$ cat config.mk
export PLATFORM = sky130hd
export DESIGN_NAME = sudoku_group_tracker
export DESIGN_NICKNAME = d
export VERILOG_FILES = /design/src/rtl/sudoku_pkg.sv /design/src/rtl/sudoku_group_tracker.sv
export SDC_FILE = /design/constraint.sdc
export NUM_CORES = 1
export LEC_CHECK = 0
export CORE_MARGIN = 8
export CORE_UTILIZATION = 25
export CTS_BUF_LIST = sky130_fd_sc_hd__clkbuf_16
export DETAILED_ROUTE_END_ITERATION = 8
export PLACE_DENSITY = 0.45
export SYNTH_ARGS = -nofsm -noshare
export SYNTH_HDL_FRONTEND = slang
export SYNTH_SLANG_ARGS = --single-unit
export TNS_END_PERCENT = 1
$ cat constraint.sdc
create_clock -name clk -period 2.49 [get_ports clk]
set_input_delay 0.6225 -clock clk [delete_from_list [all_inputs] [get_ports clk]]
set_output_delay 0.6225 -clock clk [all_outputs]
set_load 0.1 [all_outputs]
$ cat src/rtl/sudoku_pkg.sv
// Shared encodings and elaboration-time helpers for the Sudoku grid checker.
package sudoku_pkg;

  localparam logic [1:0] ERR_RANGE = 2'd0;
  localparam logic [1:0] ERR_ROW   = 2'd1;
  localparam logic [1:0] ERR_COL   = 2'd2;
  localparam logic [1:0] ERR_BOX   = 2'd3;

  typedef enum logic [1:0] {
    PH_IDLE  = 2'd0,
    PH_ROWS  = 2'd1,
    PH_COLS  = 2'd2,
    PH_BOXES = 2'd3
  } phase_t;

  function automatic int unsigned clog2(input int unsigned v);
    int unsigned r;
    r = 0;
    for (int unsigned i = 0; i < 32; i++) begin
      if ((64'd1 << i) < 64'(v)) r = i + 1;
    end
    return r;
  endfunction

  function automatic int unsigned side(input int unsigned box);
    return box * box;
  endfunction

  // Duplicate kind reported by each scan phase.
  function automatic logic [1:0] phase_kind(input phase_t p);
    case (p)
      PH_COLS:  return ERR_COL;
      PH_BOXES: return ERR_BOX;
      default:  return ERR_ROW;
    endcase
  endfunction

endpackage

$ cat src/rtl/sudoku_group_tracker.sv
// Seen-digit mask for one row/column/box; flags duplicates and out-of-range values.
module sudoku_group_tracker
  import sudoku_pkg::*;
#(
  parameter int unsigned S  = 9,
  parameter int unsigned VW = 4
) (
  input  logic          clk,
  input  logic          rst_n,
  input  logic          mark,
  input  logic          first,
  input  logic [VW-1:0] value,
  output logic          dup_c,
  output logic          range_c
);

  logic [S-1:0] mask;
  logic [S-1:0] base_c;
  logic [S-1:0] onehot_c;
  logic         in_range_c;

  // The first cell of a group sees an empty mask regardless of stale contents.
  always_comb begin
    base_c     = first ? '0 : mask;
    in_range_c = (value != '0) && (value <= VW'(S));
    onehot_c   = in_range_c ? (S'(1) << (value - VW'(1))) : '0;
    dup_c      = |(base_c & onehot_c);
    range_c    = value > VW'(S);
  end

  always_ff @(posedge clk or negedge rst_n) begin
    if (!rst_n) begin
      mask <= '0;
    end else if (mark) begin
      mask <= base_c | onehot_c;
    end
  end

endmodule

# Word-level counts from Yosys, hierarchy flattened
# Index checks and enable logic that the tools add are counted.
[classes]
n_bitwise = 2
muxes = 2
n_div = 0
n_reduce_logical = 3
multipliers = 0
eq_ne = 0
n_addsub = 1
shift = 1
magnitude_cmp = 2
[ops]
columns = ["operator", "count"]
rows = [
  ["9-bit 2-to-1 mux", 2],
  ["9-bit AND", 1],
  ["9-bit bitwise OR", 1],
  ["9-bit OR reduction", 1],
  ["1-bit by 4-bit << shifter with 9-bit output (first input constant)", 1],
  ["4-bit > comparator (second input constant)", 1],
  ["4-bit less-or-equal comparator (second input constant)", 1],
  ["4-bit nonzero test", 1],
  ["4-bit by 1-bit subtractor with 4-bit output (second input constant)", 1],
  ["1-bit logical AND", 1],
]
[word_totals]
mem_bits_ro = 0
ram_bits = 0
mem_count = 0
output_inout_bits = 2
input_bits = 8
latchBits = 0
regBits = 9

# Depth between registers and ports, before layout
# Gate-level depths: netlist of run 1.
[logic_depth]
depth_word = 5
mapped_depth = 7

# Worst setup path after synthesis of run 1
# OpenSTA, ideal clock, no wires.
[synth_timing]
path_type = "input-to-output"
start = "in value[0]"
end = "out dup_c"
arrival_ns = 3.264
cell_stages = 7
path_slack_ns = -1.397
cell_sequence = "buf_2 > nor2_1 > ha_1 > clkbuf_1 > mux2_2 > nand4b_1 > a41oi_1"
[synth_via]
elab_chain_cells = 5
elab_cells_between_ends = 8
cone_classes = "add/sub: 1; order compare: 1; shift: 1; mux: 1; bitwise: 1; reduce/logical: 3"
[synth_lines]
columns = ["item", "line", "rtl"]
rows = [
  ["from (decl)", "sudoku_group_tracker.sv:12", "input logic [VW-1:0] value,"],
  ["4-bit by 1-bit subtractor with 4-bit output (tied with other cells)", "sudoku_group_tracker.sv:26", "onehot_c = in_range_c ? (S'(1) << (value - VW'(1))) : '0;"],
  ["1-bit by 4-bit << shifter with 9-bit output or 1-bit logical AND (tied branches)", "sudoku_group_tracker.sv:26, sudoku_group_tracker.sv:25", ""],
  ["9-bit 2-to-1 mux (*)", "sudoku_group_tracker.sv:26", ""],
  ["9-bit AND (*)", "sudoku_group_tracker.sv:27", "dup_c = |(base_c & onehot_c);"],
  ["9-bit OR reduction (*)", "sudoku_group_tracker.sv:27", ""],
  ["to (decl)", "sudoku_group_tracker.sv:13", "output logic dup_c,"],
]
# Every way passes the cells marked *; elsewhere a longest branch is shown, timed or not.

# Worst setup path in the final report of run 1
[layout_timing]
start = "in value[1]"
end = "out dup_c"
# The elaborated chain is that of the path after synthesis.

==> flow_metrics.tcl, run 1 <==
set metrics [dict create \
    antenna_found_initial 0 \
    die-area_mm2 0.00387 \
    vias 490 \
    synth.net_count 60 \
    yosysSeqAreaShare_pct 42.3 \
    syn_avg_cell_area_um2 10.7 \
    cpMostUsedCell "buf_6" \
    fillers 175 \
    wl_per_cell_um 14.9 \
    worst_pin_slew_ps 431 \
    syn-cell-area_um2 533 \
    io_buffers 9 \
    crit_slowest_cell "mux2_4" \
    grt_pass1_vias 526 \
    fin_ws_ps -80.4 \
    cts.sinks 9 \
    setup_viol 1 \
    powerDensity_mw_per_mm2 628 \
    synth_cell_types 23 \
    ys_seq_elements 9 \
    first_pass_iters 4 \
    fin_crit_sh_pct 103 \
    numCtsBuffers 3 \
    timing.max_cap.violations 0 \
    required_ps 1870 \
    drtIter0Drc 10 \
    min_period_ps 2570 \
    path_cells "buf_6, nor2_4, ha_4, buf_6, mux2_4, nand4b_1, a41oi_4, buf_12" \
    multi_input_area_um2 333 \
    post-route-drc-count 0 \
    htree_levels 1 \
    wirelength_um 1450 \
    antennaDiodeCount 0 \
    die_y_um 62.2 \
    final.setup_skew_ps 0 \
    postRouteAntennaNets 0 \
    largest_register_ffs 9 \
    relSlewSlack_pct 71.2 \
    start_util_pct 26.9 \
    clk_path_buf_depth 2 \
    placed_cells 90 \
    max_stage_delay_ps 290 \
    vdd_drop_max_mv 0.438 \
    grt_pass1_wl_um 2490 \
    area.growth.synth_to_final_pct 65.5 \
    io_pins 10 \
    fmax_ghz 0.389 \
    regArea_um2 225 \
    fin_hold_ws_ps 478 \
    die_x_um 62.2 \
    fin_setup_tns_ps -80.4 \
    crit_fanout 5 \
    grt_max_degree 10 \
    worstSetupPathType "input pin to primary output" \
    arrival_ps 1950 \
    cts_hold_buf 0 \
    slew_viol_final 0 \
    hold_class "flop to flop" \
    final_core_util_pct 44.5 \
    startpoint_type "input pin" \
    ys_warn_count 0 \
    finalPower_w 0.000554 \
    root_buffer "clkbuf_16" \
    final_cells 97 \
    hold_viol 0 \
    violations "setup timing" \
    rsz0062_at_grt "yes" \
    status "complete, but fails checks" \
    reg_top3 "mask: 9 flops" \
    largest_register "mask" \
    grt_usage_pct 7.94 \
    cts_tree "done" \
    syn_inst 50 \
    layout.nets 81 \
    clk_latency_ps 230 \
    drive_above_1_share_pct 45.7 \
    dp_hpwl_um 996 \
    rows 16 \
    core-area_mm2 0.00198 \
    end_kind "primary output" \
    leakage_nw 0.389 \
    routabilityCongestion 0.745 \
    clk_pin_slew_ps 40 \
    vias_per_cell 5.05 \
    gr-total-overflow 0 \
]
## logic make-up (layout without fill, tap and decap cells)
logic type / after synthesis / count (layout) / synth area share, %
buf+inv: 8 / 28 / 7.28
simple gates: 14 / 14 / 15.7
compound gates: 14 / 14 / 23.7
mux: 3 / 3 / 6.34
fa+ha+maj: 2 / 2 / 4.69
flops: 9 / 9 / 42.3
## power by group
group          total [W]  leakage [nW]  switching, W  internal (W)
combinational   0.000115         0.225     0.0000563     0.0000584
clock           0.000275        0.0423     0.0000655      0.000209
sequential      0.000165         0.122    0.00000645      0.000158
## per-layer routing
metal	GRT usage, %	share of wire, %	wire length [µm]	vias to the layer above
li1	-	-	-	235
met1	9.24	46	660	239
met2	12.7	49	710	12
met3	2.33	3.9	57	4
met4	4.37	1.2	17	0
met5	0	0	0	-
## worst paths after layout
path                           from      end  slack, ps  cells after the start
setup / recovery           value[1]    dup_c        -80                      8
hold / removal              mask[2]  mask[2]        480                      2
setup reg to reg            mask[4]  mask[4]       1770                      1
hold reg to reg             mask[2]  mask[2]        480                      2
max in group asynchronous     rst_n  mask[0]       1490                      1
min in group asynchronous     rst_n  mask[1]        700                      1
## stage by stage
stage	cell area [µm²]	setup WS (ps)
finish	882	-80.4
global route	882	-124
CTS	882	-145
detailed placement	764	-645
global placement	764	-649
floorplan	601	-320
## placed cells by master (no fill, tap or decap), types with 2 or more instances in the layout
| cell type | Yosys | routed |
|---|---|---|
| buf_6 | 1 | 3 |
| o41ai_1 | 2 | 2 |
| clkbuf_16 | 0 | 3 |
| clkdlybuf4s50_1 | 0 | 3 |
| dfrtp_1 | 9 | 9 |
| mux2_4 | 0 | 2 |
| a22o_1 | 3 | 3 |
| buf_12 | 0 | 2 |
| inv_1 | 3 | 3 |
| a32o_1 | 5 | 5 |
| nand2_1 | 4 | 4 |
| buf_4 | 0 | 11 |
## critical path, delay by kind of cell
kind | cells | cell delay, ps
buffers and inverters | 3 | 410
multiplexers | 1 | 290
AND/OR/NAND/NOR | 2 | 250
adder cells (fa/ha/maj) | 1 | 230
AO/OA/AOI/OAI | 1 | 140
## repair_timing
action                     4_1_cts  5_1_grt
gates resized for setup         21        0
pin swaps                        4        2
gates cloned                     0        0
buffers inserted                 3        0
setup endpoints to repair        1        1
## Yosys cell counts
master / number / area (µm²)
dfrtp_1: 9 / 225
a32o_1: 5 / 50.1
nand2_1: 4 / 15.0
a22o_1: 3 / 26.3
clkbuf_1: 3 / 11.3
inv_1: 3 / 11.3
mux2_2: 3 / 33.8
ha_1: 2 / 25.0
nand3_1: 2 / 10.0
nor2_1: 2 / 7.51
o41ai_1: 2 / 17.5
a32oi_1: 1 / 8.76
a41oi_1: 1 / 8.76
and2_1: 1 / 6.26
and4bb_2: 1 / 12.5
buf_2: 1 / 5.00
buf_6: 1 / 11.3
nand4b_1: 1 / 8.76
nor3_1: 1 / 5.00
nor3b_1: 1 / 7.51
o21a_1: 1 / 7.51
o31ai_1: 1 / 7.51
or4_4: 1 / 11.3
## cell type report
cell class / count / share of cell area (%)
tap: 27 / 3.83
clock inverter: 1 / 0.426
timing repair buffer: 21 / 22.7
clock buffer: 3 / 8.51
multi-input combinational: 33 / 37.7
sequential: 9 / 25.5
inverter: 3 / 1.28
No activity file was read; power rests on OpenSTA's default activity.
==> run 2, diff against run 1 <==
Settings changed: CORE_MARGIN 8 to 5.
==> run 2 against run 1 <==
The run still ends with setup timing left. Count of clock-buffer cells in the layout unchanged. Critical path depth fell by 1. Sequential share of layout area is the same. Critical endpoint unchanged.
==> flow_metrics.tcl, run 2 (synthesis results as in run 1) <==
set metrics [dict create \
    status "complete, but fails checks" \
    violations "setup timing" \
    wirelength_um 1320 \
    routabilityCongestion 0.692 \
    end_kind "primary output" \
    post-route-drc-count 0 \
    hold_class "flop to flop" \
    startpoint_type "input pin" \
    htree_levels 1 \
    leakage_nw 0.388 \
    layout.nets 80 \
    fillers 196 \
    die_y_um 56.2 \
    die_x_um 56.2 \
    dp_hpwl_um 1040 \
    finalPower_w 0.000551 \
    hold_viol 0 \
    clk_path_buf_depth 2 \
    gr-total-overflow 0 \
    required_ps 1870 \
    largest_register "mask" \
    start_util_pct 26.6 \
    fin_crit_sh_pct 103 \
    powerDensity_mw_per_mm2 625 \
    fmax_ghz 0.390 \
    antennaDiodeCount 0 \
    drive_above_1_share_pct 44.9 \
    cts.sinks 9 \
    worstSetupPathType "input pin to primary output" \
    die-area_mm2 0.00316 \
    slew_viol_final 0 \
    place_area_um2 772 \
    arrival_ps 1940 \
    root_buffer "clkbuf_16" \
    vias_per_cell 4.98 \
    min_period_ps 2570 \
    rows 16 \
    io_buffers 9 \
    grt_usage_pct 9.54 \
    postRouteAntennaNets 0 \
    fin_ws_ps -75.1 \
    wl_per_cell_um 13.8 \
    vias 478 \
    cts_tree "done" \
    grt_pass1_vias 511 \
    first_pass_iters 4 \
    drtIter0Drc 7 \
    rsz0062_at_grt "yes" \
    stdcell_area_um2 882 \
    reg_top3 "mask: 9 flops" \
    setup_viol 1 \
    final_cell_mix "buf_4, dfrtp_1, a32o_1" \
    final_common_cell "buf_4" \
    placed_cells 91 \
    clk_latency_ps 230 \
    grt_pass1_wl_um 2350 \
    worst_pin_slew_ps 404 \
    antenna_found_initial 0 \
    largest_register_ffs 9 \
    clk_pin_slew_ps 40 \
    area.growth.synth_to_final_pct 65.5 \
    final.setup_skew_ps 0 \
    vdd_drop_max_mv 0.387 \
    timing.max_cap.violations 0 \
    final_cells 96 \
    io_pins 10 \
    core-area_mm2 0.00200 \
    grt_max_degree 10 \
    numCtsBuffers 3 \
    relSlewSlack_pct 73.0 \
    crit_fanout 5 \
]
==> run 2: path summary, 6_finish.rpt <==
check	start	endpoint	slack (ps)	cells after the start
max in group asynchronous	rst_n	mask[8]	1520	1
min reg2reg	mask[2]	mask[2]	480	2
max reg2reg	mask[1]	mask[1]	1780	1
min	mask[2]	mask[2]	480	2
max	value[1]	dup_c	-80	7
min in group asynchronous	rst_n	mask[4]	690	1
==> run 2: critical path, cell delays in order <==
cell and delay, ps:
buf_8 100, nor2_4 120, ha_4 230, mux2_4 310, a32oi_2 220, a41oi_4 150, buf_12 190
==> run 2: power by group <==
part	internal [W]	switching [W]	leakage [nW]
combinational	0.0000568	0.0000539	0.224
sequential	0.000158	0.00000611	0.122
clock	0.000209	0.0000664	0.0423
==> run 2: what timing repair did <==
item,in CTS,in global routing
hold buffers,0,0
pin swaps,4,1
setup buffers,1,0
gates resized for setup,22,1
setup endpoints to repair,1,1
==> run 2: cell type report <==
cell class / instances / area (µm²) / area share [%]
timing repair buffer: 20 / 196 / 22.3
clock inverter: 1 / 3.75 / 0.426
inverter: 3 / 11.3 / 1.28
clock buffer: 3 / 75.1 / 8.51
multi-input combinational: 33 / 337 / 38.2
tap: 27 / 33.8 / 3.83
sequential: 9 / 225 / 25.5
==> run 2: metrics by stage <==
step | hold slack, ps | utilization (%) | TNS [ps] | setup WS (ps)
after floorplan | 327 | - | -320 | -320
after global placement | 472 | 38.6 | -624 | -624
after detailed placement | 473 | 38.6 | -633 | -633
after CTS | 483 | 43.9 | -85.4 | -85.4
after global routing | 515 | 44.1 | -112 | -112
final | 479 | 44.1 | -75.1 | -75.1
==> run 2: layer usage <==
metal  track usage, %  part of all wire (%)  vias up
li1                 -                     -      232
met1             11.3                    46      236
met2             14.5                    48        7
met3             3.48                   3.8        3
met4             5.76                   2.1        0
met5                0                     0        -
==> run 3, diff against run 2 <==
Settings changed: CAP_MARGIN from default to 15.
==> results of run 3 <==
No change in the layout: final DEF, timing and power equal those of run 2.
